[src/rtl/m_ifetch_pkg.sv]
// m_ifetch_pkg: shared constants and types for the instruction fetch stage.
//   XLEN        - datapath width
//   ILEN_BYTES  - sequential PC step
//   NOP_INSN    - canonical RISC-V NOP (addi x0,x0,0)
//   fetch_entry_t - {pc, ir} pair held in the fetch queue
package m_ifetch_pkg;

  localparam int XLEN = 32;
  localparam logic [XLEN-1:0] ILEN_BYTES = 32'd4;
  localparam logic [XLEN-1:0] NOP_INSN   = 32'h0000_0013;

  typedef struct packed {
    logic [XLEN-1:0] pc;
    logic [XLEN-1:0] ir;
  } fetch_entry_t;

  // Word-align a fetch address (low two bits are ignored).
  function automatic logic [XLEN-1:0] f_align(input logic [XLEN-1:0] a);
    return a & ~(XLEN'(3));
  endfunction

endpackage

[src/rtl/m_fifo.sv]
// m_fifo: synchronous FIFO with flush, asynchronous active-high reset.
//   i_clk / i_rst       clock, async reset
//   i_flush             empties the FIFO; wins over push/pop in the same cycle
//   i_push / i_data     write port
//   i_pop               read port (head advances)
//   o_data              current head entry (stale contents when empty)
//   o_empty / o_count   occupancy
module m_fifo #(
  parameter int             W       = 64,
  parameter int             DEPTH   = 2,
  parameter logic [W-1:0]   RST_VAL = '0
) (
  input  logic                         i_clk,
  input  logic                         i_rst,
  input  logic                         i_flush,
  input  logic                         i_push,
  input  logic [W-1:0]                 i_data,
  input  logic                         i_pop,
  output logic [W-1:0]                 o_data,
  output logic                         o_empty,
  output logic [$clog2(DEPTH+1)-1:0]   o_count
);

  localparam int AW = (DEPTH > 1) ? $clog2(DEPTH) : 1;
  localparam int CW = $clog2(DEPTH+1);

  logic [W-1:0]  r_mem [DEPTH];
  logic [AW-1:0] r_wr_ptr;
  logic [AW-1:0] r_rd_ptr;
  logic [CW-1:0] r_count;

  always_ff @(posedge i_clk or posedge i_rst) begin
    if (i_rst) begin
      for (int i = 0; i < DEPTH; i++) r_mem[i] <= RST_VAL;
      r_wr_ptr <= '0;
      r_rd_ptr <= '0;
      r_count  <= '0;
    end else if (i_flush) begin
      r_wr_ptr <= '0;
      r_rd_ptr <= '0;
      r_count  <= '0;
    end else begin
      if (i_push) begin
        r_mem[r_wr_ptr] <= i_data;
        r_wr_ptr        <= r_wr_ptr + AW'(1);
      end
      if (i_pop) r_rd_ptr <= r_rd_ptr + AW'(1);
      case ({i_push, i_pop})
        2'b10:   r_count <= r_count + CW'(1);
        2'b01:   r_count <= r_count - CW'(1);
        default: r_count <= r_count;
      endcase
    end
  end

  assign o_data  = r_mem[r_rd_ptr];
  assign o_empty = (r_count == '0);
  assign o_count = r_count;

endmodule

[src/rtl/m_ifetch.sv]
// m_ifetch: instruction fetch stage. Owns the PC, drives a 1-cycle-latency
// synchronous instruction memory, buffers responses in a DEPTH-entry queue
// and hands {pc, ir} to decode over valid/ready.
//   w_clk, w_rst                    clock, async active-high reset
//   w_imem_req/addr, w_imem_data    instruction memory port
//   w_redirect, w_redirect_pc       flush and restart fetch
//   w_valid, w_ready, w_ir, w_pc    decode handshake
module m_ifetch
  import m_ifetch_pkg::*;
#(
  parameter logic [31:0] RESET_PC = 32'h0,
  parameter int          DEPTH    = 2
) (
  input  logic        w_clk,
  input  logic        w_rst,
  output logic        w_imem_req,
  output logic [31:0] w_imem_addr,
  input  logic [31:0] w_imem_data,
  input  logic        w_redirect,
  input  logic [31:0] w_redirect_pc,
  output logic        w_valid,
  input  logic        w_ready,
  output logic [31:0] w_ir,
  output logic [31:0] w_pc
);

  localparam int CW = $clog2(DEPTH+1);

  logic [XLEN-1:0] r_pc;
  logic [XLEN-1:0] r_tag;
  logic            r_inflight;

  logic [CW-1:0]   w_count;
  logic [CW:0]     w_occ;
  logic            w_empty;
  logic            w_pop;
  logic            w_push;
  logic            w_issue;
  fetch_entry_t    w_head;
  fetch_entry_t    w_in;

  assign w_valid = ~w_empty;
  assign w_pop   = w_valid & w_ready;

  // Projected occupancy after this cycle's pop, counting the read in flight.
  // A pop always has count >= 1, so this cannot underflow.
  assign w_occ   = {1'b0, w_count} + {{CW{1'b0}}, r_inflight} - {{CW{1'b0}}, w_pop};
  assign w_issue = ~w_rst & (w_redirect | (w_occ < (CW+1)'(DEPTH)));

  assign w_imem_req  = w_issue;
  assign w_imem_addr = w_redirect ? f_align(w_redirect_pc) : r_pc;

  // A response racing a redirect belongs to the old stream: drop it.
  assign w_push = r_inflight & ~w_redirect;
  assign w_in   = '{pc: r_tag, ir: w_imem_data};

  always_ff @(posedge w_clk or posedge w_rst) begin
    if (w_rst) begin
      r_pc       <= RESET_PC;
      r_tag      <= '0;
      r_inflight <= 1'b0;
    end else begin
      r_inflight <= w_issue;
      if (w_issue) begin
        r_pc  <= w_imem_addr + ILEN_BYTES;
        r_tag <= w_imem_addr;
      end
    end
  end

  m_fifo #(
    .W       ($bits(fetch_entry_t)),
    .DEPTH   (DEPTH),
    .RST_VAL ({32'h0, NOP_INSN})
  ) u_fifo (
    .i_clk   (w_clk),
    .i_rst   (w_rst),
    .i_flush (w_redirect),
    .i_push  (w_push),
    .i_data  (w_in),
    .i_pop   (w_pop),
    .o_data  (w_head),
    .o_empty (w_empty),
    .o_count (w_count)
  );

  assign w_pc = w_head.pc;
  assign w_ir = w_head.ir;

endmodule

[config.mk]
export PLATFORM = sky130hd
export DESIGN_NAME = m_ifetch
export DESIGN_NICKNAME = d
export VERILOG_FILES = /design/src/rtl/m_ifetch_pkg.sv /design/src/rtl/m_fifo.sv /design/src/rtl/m_ifetch.sv
export SDC_FILE = /design/constraint.sdc
export NUM_CORES = 1
export LEC_CHECK = 0
export ABC_AREA = 1
export ABC_CLOCK_PERIOD_IN_PS = 10880
export BUFFER_PORTS_ARGS = -buffer_cell sky130_fd_sc_hd__buf_2
export CELL_PAD_IN_SITES_DETAIL_PLACEMENT = 1
export CELL_PAD_IN_SITES_GLOBAL_PLACEMENT = 2
export CORE_ASPECT_RATIO = 1.2
export CORE_UTILIZATION = 32
export DETAILED_ROUTE_END_ITERATION = 16
export PLACE_DENSITY = 0.78
export SYNTH_ARGS = -nofsm -noshare
export SYNTH_HDL_FRONTEND = slang
export SYNTH_SLANG_ARGS = --single-unit
export TNS_END_PERCENT = 100
[constraint.sdc]
create_clock -name w_clk -period 10.88 [get_ports w_clk]
set_input_delay 2.176 -clock w_clk [delete_from_list [all_inputs] [get_ports w_clk]]
set_output_delay 2.176 -clock w_clk [all_outputs]
set_load 0.05 [all_outputs]
# After elaboration in Yosys (flattened, before gate mapping)
# Index checks and enable logic that the tools add are counted.
# word_totals
in_bits	68
reg_bits	197
romBits	0
latch_bits	0
out_inout_bits	98
n_memories	0
mem_bits_rw	0
# op_classes
n_reduce_logical	6
n_shift	0
muxes	13
div_mod_pow	0
n_eq_ne	2
n_lt_le_gt_ge	4
bitwise_logic	9
n_mul	0
addsub	7
# op_table
op	count
2-to-1 mux 64 bit	4
bitwise mux 128 bit	1
demux 64 bit (select 1 bit)	1
adder 32 x 3 -> 32 bit (second input constant)	1
2-to-1 mux 32 bit	1
greater-or-equal comparator 2 bit (second input constant)	2
2-to-1 mux 1 bit	4
inverter 1 -> 2 bit	2
case mux 2 bit (2 select lines)	1
nonzero test 2 bit	2
adder 2 x 1 -> 3 bit	1
bitwise AND 1 bit	3
less-than comparator 3 x 2 -> 1 bit (second input constant)	1
inverter 1 bit	3
nonzero test 3 bit	1
subtractor 3 x 1 -> 3 bit	1
adder 1 bit (second input constant)	2
adder 2 x 1 -> 2 bit (second input constant)	1
equality test 2 x 1 -> 1 bit (second input constant)	1
equality test 2 bit (second input constant)	1
logical NOT 2 bit	1
less-than comparator 2 x 1 -> 1 bit (second input constant)	1
2-to-1 mux 2 bit	1
AND reduction 2 bit	1
3 further kinds	3

# Logic depth before layout (Yosys ltp)
# depth
word_depth	7
ltp_mapped	17
mapped_depth_nobuf	16

# By module
# A second synthesis with hierarchy kept.
# unflattened
cells_unflattened	1119
hier_area_um2	9836.9
# by_module_without_submodules
mod	seq_area_each_um2	cells_each	area_per_inst_um2	n_inst
m_fifo	3310.7	578	5943.2	1
m_ifetch	1576.5	541	3893.7	1

# Worst setup path before layout
# No wires, ideal clock.
# synth_timing
kind	input port to output port
start	input w_rst
end	output w_imem_req
setup_slack_ps	1174
cell_stages	4
arrival_time_ps	7530
cell_sequence	inv_1 > nand4_1 > nand2_1 > clkbuf_1
# synth_via
elab_chain_cells	2
# synth_lines
element	line_no	text
from (decl)	m_ifetch.sv:15	input logic w_rst,
inverter 1 bit	m_ifetch.sv:48	assign w_issue = ~w_rst & (w_redirect | (w_occ < (CW+1)'(DEPTH)));
bitwise AND 1 bit	m_ifetch.sv:48	
to (decl)	m_ifetch.sv:16	output logic w_imem_req,
# Every way passes these cells.

# Worst setup path in the final report
# Same ends and word-level chain as after synthesis.

==> run summary <==
## Die
• **overall die area** 29900 um2
• **height of the chip** 189 um
• **standard-cell rows** 68
• **boundary pin count** 166
• **starting utilization of the core area** 0.325
• **Die Wd** 158 um
• **core box area** 28800 um2

## Critical path
• **critical path peak fanout** 92
• **crit path from** w_rst
• **end of the critical path** w_imem_req
• **Worst R2R Path Depth** 16
• **slack of the worst reg-to-reg path** 7.25 ns
• **Worst Path Arrival** 4.55 ns
• **startpoint kind of the worst setup timing path** primary input
• **required time reported for the critical path endpoint** 8.70 ns
• **Crit Reg-Reg Endpoint** r_pc[18]
• **type of element capturing the critical path** primary output
• **start-to-end type of the worst setup path** in -> out
• **worst flop-to-flop path startpoint** u_fifo.o_count[1]

## Yosys
• **cell count after synthesis** 1205
• **average cell area after synthesis** 7.76 um2
• **dominant cell by count in the synthesized netlist** sky130_fd_sc_hd__nand2_1
• **sequential cell area fraction in the yosys report** 0.522
• **post-synthesis net count** 1276
• **Synth Flop Type** sky130_fd_sc_hd__dfrtp_1
• **asr flop ratio synth** 1.00
• **share of the synthesized area in the top cell type** 0.506
• **EDFF count, synth** 0
• **largest area contributor in the netlist** sky130_fd_sc_hd__dfrtp_1
• **Post-synth top cells** sky130_fd_sc_hd__nand2_1, sky130_fd_sc_hd__dfrtp_1, sky130_fd_sc_hd__o21ai_0
• **number of register bits inferred by synthesis** 195
• **netlist area before placement** 9360 um2
• **count of cell types in the netlist** 38
• **yosys warns** 0
• **dominant cells by area after synthesis** sky130_fd_sc_hd__dfrtp_1, sky130_fd_sc_hd__nand2_1, sky130_fd_sc_hd__o21ai_0, sky130_fd_sc_hd__inv_1, sky130_fd_sc_hd__nand3_1

## Worst hold path
• **Hold Path Class** reg -> reg

## GRT
• **vias in the first global route** 8095
• **final global-route overflow total** 0
• **wire length of the first global-routing pass** 42800 um
• **number of antenna violations at the first check in global routing** 0
• **largest net degree at the start of global routing** 93
• **GRT Resource Usage Total** 0.184

## Placement
• **post-place setup slack** 4.09 ns
• **count of input and output buffers** 163
• **Final GP Congestion** 0.791
• **sum of net half-perimeters after detailed placement** 17400 um

## Cells and area
• **Final #Nets** 1406
• **Diodes inserted** 0
• **fraction of layout cells with a size suffix above 1** 0.203
• **area overhead of the layout relative to synthesis** 18.0%

## Flow run
• **number of max-cap violations** 0

## Drt
• **Pre-Repair DR Iteration Count** 4
• **number of vias per cell after detailed routing** 4.55
• **Met3 Routed Length** 807 um
• **overall routed net length** 25800 um
• **number of design-rule violations left by the first detailed-router iteration** 311
• **DRC errors left** 0
• **WL met2** 12800 um
• **via count** 7879
• **detail-routed net length per standard cell** 14.9 um
• **Top Metal Used** met4
• **detailed-routing wirelength on met1** 11900 um
• **post-detailed-route count of antenna-violating nets** 0

## Timing
• **worst-case clock skew** 0.00903 ns
• **final number of hold-violating endpoints** 0
• **minimum setup slack in the final design** 4.15 ns
• **Achievable Freq** 149 MHz
• **Setup-failing EPs final** 0
• **unrepaired setup endpoints after global routing** no
• **Max transition margin** 0.457
• **Least-Margin Pin Slew** 0.814 ns
• **sum of negative setup slack** 0 ns
• **final max-slew violation count** 0
• **Final period util** 0.618
• **Period minus WS final** 6.73 ns

## CTS
• **clock-pin slew on the worst setup and hold paths** 0.07 ns
• **clock latency at the later pin of the worst-skew pair** 0.43 ns
• **Max Buffers Root-to-Sink** 2
• **clock tree root driver cell** sky130_fd_sc_hd__clkbuf_16
• **Resized cells post-CTS** 0
• **clock tree from TritonCTS** done
• **CTS Buf Count** 17
• **Post-CTS Setup Repair Bufs** 0
• **H-tree levels** 4
• **CTS Hold Bufs** 0
• **Num Clock Sinks** 195

## Run status
• **result of the run** completed

## Power
• **leakage power summed over all cells** 5.73 nW
• **power density over the cells** 314 nW/um2
• **worst IR drop on VDD** 0.0000995 V

==> cells by family (layout without fill, tap and decap cells) <==
kind of cell,count (synthesis),in the layout,synth area share
AO/OA/AOI/OAI,192,192,0.107
XOR/XNOR,3,3,0.00281
adder cells (fa/ha/maj),3,3,0.00481
buffers and inverters,146,289,0.0681
flip-flops,195,195,0.522
AND/OR/NAND/NOR,666,666,0.295
==> registers in the layout (all words and copies together), names as in the netlist <==
name,count
r_inflight,1
r_pc,32
u_fifo.o_count,2
r_tag,30
u_fifo.r_wr_ptr,1
u_fifo.r_rd_ptr,1
u_fifo.r_mem,128
==> layout by cell type (no fill, tap or decap), types with 2 or more instances in the layout <==
master,instances
sky130_fd_sc_hd__nand2_1,513
sky130_fd_sc_hd__dfrtp_1,188
sky130_fd_sc_hd__buf_2,163
sky130_fd_sc_hd__o21ai_0,112
sky130_fd_sc_hd__inv_1,80
sky130_fd_sc_hd__nor2_1,50
sky130_fd_sc_hd__nand3_1,41
sky130_fd_sc_hd__o21ai_1,37
sky130_fd_sc_hd__a21oi_1,30
sky130_fd_sc_hd__nand2_2,29
sky130_fd_sc_hd__clkbuf_16,17
sky130_fd_sc_hd__nor2_2,15
sky130_fd_sc_hd__buf_4,9
sky130_fd_sc_hd__o21bai_1,6
sky130_fd_sc_hd__dfstp_2,6
sky130_fd_sc_hd__nand2_4,5
sky130_fd_sc_hd__inv_2,4
sky130_fd_sc_hd__clkinvlp_4,4
sky130_fd_sc_hd__nor2_4,3
sky130_fd_sc_hd__o211ai_1,3
sky130_fd_sc_hd__clkinv_2,3
sky130_fd_sc_hd__bufinv_16,3
sky130_fd_sc_hd__or2_2,2
sky130_fd_sc_hd__xnor2_1,2
sky130_fd_sc_hd__and2_1,2
sky130_fd_sc_hd__ha_1,2
sky130_fd_sc_hd__inv_6,2
sky130_fd_sc_hd__clkbuf_8,2
==> worst max-delay path: stages <==
cell and delay, ns:
sky130_fd_sc_hd__buf_2 0.13, sky130_fd_sc_hd__inv_8 0.44, sky130_fd_sc_hd__buf_4 0.64, sky130_fd_sc_hd__nand4_1 0.16, sky130_fd_sc_hd__nand2_1 0.08, sky130_fd_sc_hd__buf_4 0.41, sky130_fd_sc_hd__buf_2 0.36
==> per-layer routing <==
layer	vias to the layer above	GRT usage
li1	4016	-
met1	3728	0.237
met2	117	0.318
met3	18	0.0275
met4	0	0.0510
met5	-	0
==> worst min path at each step <==
stage	endpoint	cells after the start	startpoint	slack, ns
3_3_place_gp	u_fifo.r_mem[64]	2	u_fifo.r_mem[64]	0.46
4_1_cts	u_fifo.r_mem[64]	2	u_fifo.r_mem[64]	0.48
2_1_floorplan	r_pc[3]	2	r_pc[3]	0.44
3_5_place_dp	u_fifo.r_mem[64]	2	u_fifo.r_mem[64]	0.47
6_report	u_fifo.r_mem[64]	2	u_fifo.r_mem[64]	0.48
5_1_grt	u_fifo.r_mem[64]	2	u_fifo.r_mem[64]	0.51
==> power breakdown <==
group	leakage, nW	switching [W]	internal [W]	total (W)
logic	3.01	0.00121	0.000390	0.00160
clock network	0.289	0.000281	0.000375	0.000655
registers	2.43	0.000153	0.00106	0.00121
==> area by class of cell <==
class | count | area (um2)
clock buffer | 20 | 457
clock inverter | 12 | 153
fill | 3640 | 17700
inverter | 85 | 327
multi-input combinational | 864 | 3850
sequential | 195 | 4890
tap | 385 | 482
timing repair buffer | 172 | 883
==> per-stage QoR <==
step	cell area, um2	cells	hold WS [ns]	total power [W]	utilization
finish	11000	1733	0.477	0.00347	0.384
global route	11000	1733	0.506	0.00375	0.384
CTS	11000	1733	0.478	0.00353	0.384
detailed placement	10400	1701	0.467	0.00285	0.363
global placement	10400	1701	0.463	0.00281	0.363
floorplan	9360	1205	0.442	0.00244	-
Power figures use the tool's default switching activity.
